### src/rtl/tst_chk_fifo.sv
// Synchronous show-ahead FIFO: dout presents the head word whenever empty is low.
// Flush empties the FIFO and takes priority over a simultaneous push or pop.
module tst_chk_fifo #(
    parameter int AW = 4,
    parameter int DW = 32
) (
    input  logic          clk,
    input  logic          rst_n,
    input  logic          flush,
    input  logic [DW-1:0] din,
    input  logic          wr_en,
    input  logic          rd_en,
    output logic [DW-1:0] dout,
    output logic          full,
    output logic          empty
);

    localparam int DEPTH = 1 << AW;

    logic [DW-1:0] mem_r [DEPTH];
    logic [AW-1:0] wr_ptr_r;
    logic [AW-1:0] rd_ptr_r;
    logic [AW:0]   count_r;
    logic [AW:0]   count_s;
    logic          full_r;
    logic          push_s;
    logic          pop_s;

    // Qualify push/pop and derive the next occupancy.
    always_comb begin
        push_s = wr_en & ~full_r & ~flush;
        pop_s  = rd_en & (count_r != '0) & ~flush;
        if (flush) begin
            count_s = '0;
        end else if (push_s && !pop_s) begin
            count_s = count_r + (AW+1)'(1);
        end else if (pop_s && !push_s) begin
            count_s = count_r - (AW+1)'(1);
        end else begin
            count_s = count_r;
        end
    end

    // Storage array; no reset needed since occupancy gates every read.
    always_ff @(posedge clk) begin
        if (push_s) begin
            mem_r[wr_ptr_r] <= din;
        end
    end

    // Pointers, occupancy and the registered full flag.
    always_ff @(posedge clk or negedge rst_n) begin
        if (!rst_n) begin
            wr_ptr_r <= '0;
            rd_ptr_r <= '0;
            count_r  <= '0;
            full_r   <= 1'b0;
        end else begin
            count_r <= count_s;
            full_r  <= (count_s == (AW+1)'(DEPTH));
            if (flush) begin
                wr_ptr_r <= '0;
                rd_ptr_r <= '0;
            end else begin
                if (push_s) begin
                    wr_ptr_r <= wr_ptr_r + AW'(1);
                end
                if (pop_s) begin
                    rd_ptr_r <= rd_ptr_r + AW'(1);
                end
            end
        end
    end

    assign dout  = mem_r[rd_ptr_r];
    assign full  = full_r;
    assign empty = (count_r == '0);

endmodule

### config.mk
export PLATFORM = sky130hd
export DESIGN_NAME = tst_chk_fifo
export DESIGN_NICKNAME = d
export VERILOG_FILES = /design/src/rtl/tst_chk_fifo.sv
export SDC_FILE = /design/constraint.sdc
export NUM_CORES = 1
export LEC_CHECK = 0
export CORE_MARGIN = 4
export CORE_UTILIZATION = 35
export CTS_CLUSTER_SIZE = 8
export DETAILED_ROUTE_END_ITERATION = 10
export GPL_ROUTABILITY_DRIVEN = 1
export GPL_TIMING_DRIVEN = 0
export HOLD_SLACK_MARGIN = 0.05
export SLEW_MARGIN = 20
export SYNTH_ARGS = -nofsm -noshare
export SYNTH_HDL_FRONTEND = slang
export SYNTH_SLANG_ARGS = --single-unit
### constraint.sdc
create_clock -name clk -period 5.29 [get_ports clk]
set_clock_uncertainty 0.1 [all_clocks]
set_input_delay 1.058 -clock clk [delete_from_list [all_inputs] [get_ports clk]]
set_output_delay 1.058 -clock clk [all_outputs]
set_load 0.01 [all_outputs]
==> results by group, run 1 <==
Run status
  • Status: completed

Power and ir drop
  • Tot Pwr: 11.0 mW
  • Peak supply drop: 288 µV
  • Cell Pwr Density: 456 nW/µm²
  • Combinational Power Share: 0.191
  • Clock power share: 0.385
  • Net Sw Power: 2.61 mW
  • Reg power frac: 0.424
  • Internal: 8.36 mW
  • Pleak: 7.40 nW
  • Sw frac: 0.238

Routing
  • Drt total wl: 44600 µm
  • Router iterations before antenna repair: 5
  • Via count: 9237
  • Number of remaining DRC errors: 0
  • Antenna-violating nets left: 0
  • WL/cell: 25.4 µm
  • Via/cell ratio: 5.27
  • DR iter-0 viols: 938

Logic synthesis
  • Top cell type's share of synthesized area: 0.761
  • Post-synth EDFFs: 512
  • Synth warnings: 0
  • Post-synth top area cell: edfxtp_1
  • Post-Syn Instances: 819
  • Syn_nets: 863
  • Top post-synthesis cells by count: edfxtp_1 (512), mux4_2 (160), clkbuf_1 (15), dfrtp_1 (14)
  • Count of cell types in the netlist: 41
  • Synthesized area: 20200 µm²
  • Asr flop ratio synth: 0.0266
  • #FFs+latches synth: 526
  • Top-count cell post-synth: edfxtp_1
  • Area contributors post-synth: edfxtp_1 (76%), mux4_2 (18%), dfrtp_1 (1.7%)
  • Primary FF master, synth: edfxtp_1
  • Seq/Total Area, Yosys: 0.779
  • Avg Inst Size Synth: 24.7 µm²

Floorplan
  • Width of the die: 248 µm
  • Core area: 56700 µm²
  • Rows: 87
  • Die Y: 248 µm
  • # IOs: 71
  • Die area: 61600 µm²
  • Starting Density: 0.356

STA
  • Hold Vio Cnt, Final: 0
  • Tmin final: 4.88 ns
  • Slew HR: 0.321
  • Setup ws final: 0.407 ns
  • RSZ-0062 raised after global routing: false
  • F_max: 205 MHz
  • Final period util: 0.923
  • Fin. max-slew vios: 0
  • Setup Viol. Count Final: 0
  • Slew @ Worst Pin: 1.02 ns
  • Min Hold Slack: 0.500 ns

Clock network
  • CTS H-tree depth: 3
  • Bufs on Longest Clock Path: 3
  • Cts repair resizes: 0
  • CTS tree: yes
  • CTS buffer count: 75
  • # Post-CTS Setup Buffers: 0
  • Insertion delay to the later sink of the worst-skew pair: 0.59 ns
  • Hold buffers post-CTS: 0
  • Worst-path clk slew: 0.05 ns
  • Root Buffer: clkbuf_16
  • Clock Sink Count: 526

Worst setup path
  • Worst EP required: 4.13 ns
  • Crit Path Max Fanout: 10
  • Crit path from: rd_ptr_r[1]$_DFFE_PN0P_
  • Reg-to-reg slack, setup: 2.62 ns
  • Worst reg2reg path endpoint: mem_r[6][13]$_DFFE_PP_
  • Critical path class: reg2out
  • RR Startpoint: full$_DFF_PN0_
  • CP max-delay cell: clkbuf_1
  • CP Cell Sequence: clkbuf_1, clkbuf_1, mux4_2, mux4_2, clkdlybuf4s50_1
  • Crit path largest cell delay: 0.78 ns
  • Setup crit start kind: flop
  • Crit path capture: dout[22]
  • Reg2reg path depth: 5
  • Setup crit end kind: primary output
  • Crit path DAT: 3.72 ns

Global routing
  • Total GRT Usage: 0.149
  • First-pass GRT wire length: 66300 µm
  • Global route overflow: 0
  • Vias in the first global route: 9723
  • Largest net degree at the start of global routing: 33
  • Antenna violations before repair: 3

Placed design
  • Port Buffers: 69
  • Dpl hpwl: 24800 µm
  • Final GP Congestion: 0.729
  • Post-DP Area: 22000 µm²
  • Setup WS pre-CTS: 0.977 ns

Layout
  • Multi-input gate area: 4250 µm²
  • Final #Nets: 1023
  • Area growth from synthesis to layout: 19.3%
  • Register area: 15700 µm²
  • Fill count: 4762
  • Antenna diodes: 0
  • Share of cells above drive strength 1: 0.302
  • Fin area: 24100 µm²

Hold path
  • HP Class: reg2reg

Run
  • Max cap viols: 0
==> area by class of cell <==
class / instances / area share
buffer: 42 / 0.0105
clock buffer: 90 / 0.0824
clock inverter: 5 / 0.00244
inverter: 6 / 0.000987
multi-input combinational: 245 / 0.176
sequential: 526 / 0.653
tap: 756 / 0.0393
timing repair buffer: 83 / 0.0352
==> cell families (layout without fill, tap and decap cells) <==
kind of cell | after synthesis | after routing | share of synthesized area
mux | 161 | 161 | 0.179
fa+ha+maj | 7 | 7 | 0.00434
simple gates | 61 | 61 | 0.0179
flops | 526 | 526 | 0.779
buf+inv | 48 | 226 | 0.0136
compound gates | 9 | 9 | 0.00266
xor+xnor | 7 | 7 | 0.00372
==> critical path: cells and delay by family, from the launching register on <==
kind	cells	cell delay (ns)
buf+inv	3	1.75
mux	2	0.97
flops	1	0.42
==> power by group through the flow <==
stage	Clock, mW	Sequential [mW]	Combinational [mW]
after floorplan	0	4.72	1.42
after global placement	0	4.73	2.13
after detailed placement	0	4.73	2.14
after CTS	4.32	4.65	2.15
after global routing	4.52	4.65	2.26
final	4.22	4.65	2.09
==> cells in the final DEF (no fill, tap or decap), drive strengths merged <==
cell,synthesis,final
o21ai,4,4
o211ai,1,1
nand4,2,2
dfrtp,14,14
edfxtp,512,512
inv,5,8
a31oi,1,1
nand3b,1,1
and2b,1,1
or3b,1,1
mux4,160,160
a21oi,2,2
nand2b,2,2
and4,1,1
nor2,13,13
xnor2,2,2
nor3,6,6
xnor3,1,1
clkinv,1,3
clkdlybuf4s50,0,69
nor4,5,5
nor3b,2,2
and3,1,1
nor4b,1,1
nand3,2,2
buf,26,39
or4b,1,1
xor2,4,4
o211a,1,1
ha,7,7
or3,1,1
and2,12,12
mux2i,1,1
nand2,8,8
and4b,1,1
clkbuf,16,107
==> stage by stage <==
| step | cells | setup TNS [ns] | utilization |
|---|---|---|---|
| floorplan | 819 | 0 | - |
| global placement | 1644 | -180.01 | 0.385 |
| detailed placement | 1658 | 0 | 0.389 |
| CTS | 1753 | 0 | 0.425 |
| global route | 1753 | 0 | 0.425 |
| finish | 1753 | 0 | 0.425 |
==> state kept, by name (all words and copies together) (netlist names) <==
name	count
mem_r	512
count_r	5
full	1
rd_ptr_r	4
wr_ptr_r	4
==> worst min path at each step <==
stage,endpoint,from,depth (start not counted),slack (ns)
6_report,wr_ptr_r[1]$_DFFE_PN0P_,wr_ptr_r[1]$_DFFE_PN0P_,2,0.50
4_1_cts,wr_ptr_r[1]$_DFFE_PN0P_,wr_ptr_r[1]$_DFFE_PN0P_,2,0.50
5_1_grt,wr_ptr_r[1]$_DFFE_PN0P_,wr_ptr_r[1]$_DFFE_PN0P_,2,0.54
3_5_place_dp,wr_ptr_r[1]$_DFFE_PN0P_,wr_ptr_r[1]$_DFFE_PN0P_,2,0.49
2_1_floorplan,wr_ptr_r[1]$_DFFE_PN0P_,wr_ptr_r[1]$_DFFE_PN0P_,2,0.46
3_3_place_gp,wr_ptr_r[1]$_DFFE_PN0P_,wr_ptr_r[1]$_DFFE_PN0P_,2,0.49
==> routing by layer <==
metal / track usage / part of all wire
met3: 0.0357 / 0.059
met1: 0.213 / 0.45
met5: 0 / 0.00085
met4: 0.0346 / 0.016
met2: 0.236 / 0.48
Power figures use the tool's default switching activity.
==> inputs of run 2 (changes only) <==
Settings changed: CTS_CLUSTER_SIZE 8 to unset.
==> results by group, run 2 (synthesis results as in run 1) <==
Global routing
  • First-pass GRT wire length: 65200 µm (was 66300 µm)
  • Vias in the first global route: 9499 (was 9723)
  • Antenna violations before repair: 3 (unchanged)
  • Largest net degree at the start of global routing: 33 (unchanged)
  • Global route overflow: 0 (unchanged)
  • Total GRT Usage: 0.146 (was 0.149)

Worst setup path
  • Crit Path Max Fanout: 10 (unchanged)
  • Critical path class: reg2out (unchanged)
  • Crit path from: rd_ptr_r[1]$_DFFE_PN0P_ (unchanged)
  • Setup crit start kind: flop (unchanged)
  • Crit path DAT: 3.76 ns (was 3.72 ns)
  • Setup crit end kind: primary output (unchanged)
  • Worst EP required: 4.13 ns (about the same)
  • RR Startpoint: full$_DFF_PN0_ (unchanged)

Hold path
  • HP Class: reg2reg (unchanged)
  • Hold Startpoint: wr_ptr_r[1]$_DFFE_PN0P_ (unchanged)

Power and ir drop
  • Net Sw Power: 2.50 mW (was 2.61 mW)
  • Internal: 7.82 mW (was 8.36 mW)
  • Cell Pwr Density: 435 nW/µm² (was 456 nW/µm²)
  • Tot Pwr: 10.3 mW (was 11.0 mW)
  • Sw frac: 0.242 (was 0.238)
  • Pleak: 7.23 nW (was 7.40 nW)
  • Reg power frac: 0.450 (was 0.424)
  • Peak supply drop: 239 µV (was 288 µV)
  • Combinational Power Share: 0.202 (was 0.191)
  • Clock power share: 0.348 (was 0.385)

Layout
  • Finished Layout Cells: 1751 (was 1753)
  • Share of cells above drive strength 1: 0.293 (was 0.302)
  • Most frequent cells in the layout: edfxtp_1 (512), mux4_2 (160), clkdlybuf4s50_1 (69), clkbuf_16 (54), clkbuf_1 (20) (was edfxtp_1 (512), mux4_2 (160), clkbuf_16 (77), clkdlybuf4s50_1 (69), clkbuf_1 (27))
  • Commonest non-fill, non-tap cell in the layout: edfxtp_1 (unchanged)
  • Register area: 15700 µm² (unchanged)
  • Multi-input gate area: 4250 µm² (unchanged)
  • Biggest regs: mem_r: 512 flops, count_r: 5 flops (unchanged)
  • Biggest register: mem_r (unchanged)
  • Area growth from synthesis to layout: 17.4% (was 19.3%)
  • Final #Nets: 1001 (was 1023)
  • Max FFs per register: 512 (unchanged)
  • Fill count: 4799 (was 4762)
  • Antenna diodes: 0 (unchanged)

Run
  • Max cap viols: 0 (unchanged)

Routing
  • Via/cell ratio: 5.19 (was 5.27)
  • DR iter-0 viols: 1033 (was 938)
  • Router iterations before antenna repair: 5 (unchanged)
  • Via count: 9088 (was 9237)
  • Number of remaining DRC errors: 0 (unchanged)
  • WL/cell: 25.0 µm (was 25.4 µm)
  • Drt total wl: 43800 µm (was 44600 µm)
  • Antenna-violating nets left: 0 (unchanged)

STA
  • Hold Vio Cnt, Final: 0 (unchanged)
  • Tmin final: 4.91 ns (was 4.88 ns)
  • Min Hold Slack: 0.500 ns (about the same)
  • Slew @ Worst Pin: 1.03 ns (was 1.02 ns)
  • Slew HR: 0.310 (was 0.321)
  • Fin. max-slew vios: 0 (unchanged)
  • F_max: 203 MHz (was 205 MHz)
  • RSZ-0062 raised after global routing: false (unchanged)
  • Setup ws final: 0.375 ns (was 0.407 ns)
  • Setup Viol. Count Final: 0 (unchanged)
  • Final period util: 0.929 (was 0.923)

Placed design
  • Setup WS pre-CTS: 0.977 ns (unchanged)
  • Dpl hpwl: 24800 µm (unchanged)
  • Final GP Congestion: 0.729 (unchanged)
  • Port Buffers: 69 (unchanged)
  • DP Cell Count: 1658 (unchanged)

Clock network
  • Root Buffer: clkbuf_16 (unchanged)
  • Cts repair resizes: 0 (unchanged)
  • Clock Sink Count: 526 (unchanged)
  • Hold buffers post-CTS: 0 (unchanged)
  • CTS buffer count: 53 (was 75)
  • CTS H-tree depth: 2 (was 3)
  • # Post-CTS Setup Buffers: 0 (unchanged)
  • CTS tree: yes (unchanged)
  • Insertion delay to the later sink of the worst-skew pair: 0.59 ns (about the same)
  • Worst-path clk slew: 0.06 ns (was 0.05 ns)
  • Bufs on Longest Clock Path: 3 (unchanged)

Run status
  • Status: completed (unchanged)

Floorplan
  • # IOs: 71 (unchanged)
  • Core area: 56700 µm² (unchanged)
  • Width of the die: 248 µm (unchanged)
  • Die area: 61600 µm² (unchanged)
  • Die Y: 248 µm (unchanged)
  • Rows: 87 (unchanged)
  • Starting Density: 0.356 (unchanged)
==> run 2: changes by cell type in the layout (fill, tap and decap cells not counted) <==
cell and change:
clkbuf_8 +4, bufinv_16 +3, clkinv_1 +14, inv_16 +1, clkinv_8 -1, inv_6 -3
clkbuf_16 -23, clkbuf_1 -7, clkinv_2 +10
==> run 2: layer usage <==
layer	share of wire	GRT usage	up-vias	routed length, µm
met5	0.00071	0	-	31
met4	0.020	0.0386	6	861
met3	0.057	0.0256	75	2510
met2	0.47	0.228	263	20600
met1	0.45	0.216	4933	19900
li1	-	-	3811	-
==> run 2: metrics by stage <==
stage               area, µm²   util  setup TNS, ns
finish                  23700  0.418              0
global route            23700  0.418              0
CTS                     23700  0.418              0
floorplan               20200      -              0
global placement        21800  0.385        -180.01
detailed placement      22000  0.389              0
==> run 2: power by group through the flow <==
| stage | clock network [mW] | registers (mW) | logic (mW) |
|---|---|---|---|
| 4_1_cts | 3.66 | 4.64 | 2.15 |
| 3_3_place_gp | 0 | 4.73 | 2.13 |
| 6_report | 3.59 | 4.64 | 2.09 |
| 2_1_floorplan | 0 | 4.72 | 1.42 |
| 3_5_place_dp | 0 | 4.73 | 2.14 |
| 5_1_grt | 3.86 | 4.65 | 2.26 |
==> run 2: critical path, cell delays in order, from the launching register on <==
cell and delay, ns:
dfrtp_1 0.42, clkbuf_1 0.48, clkbuf_1 0.78, mux4_2 0.41, mux4_2 0.56, clkdlybuf4s50_1 0.51
==> run 2: path summary, 6_finish.rpt <==
kind	slack, ns	end	depth (start not counted)
hold reg to reg	0.50	wr_ptr_r[1]$_DFFE_PN0P_	2
setup reg to reg	2.63	mem_r[6][21]$_DFFE_PP_	5
setup / recovery	0.38	dout[22]	5
hold / removal	0.50	wr_ptr_r[1]$_DFFE_PN0P_	2
min in group asynchronous	0.80	count_r[2]$_DFF_PN0_	1
max in group asynchronous	3.81	rd_ptr_r[0]$_DFFE_PN0P_	1
==> run 2: final cells by class <==
| class | instances | area share |
|---|---|---|
| Buffer | 42 | 0.0107 |
| Inverter | 6 | 0.00100 |
| Clock buffer | 64 | 0.0607 |
| Multi-Input combinational cell | 245 | 0.179 |
| Tap cell | 756 | 0.0399 |
| Clock inverter | 29 | 0.00966 |
| Timing Repair Buffer | 83 | 0.0357 |
| Sequential cell | 526 | 0.663 |
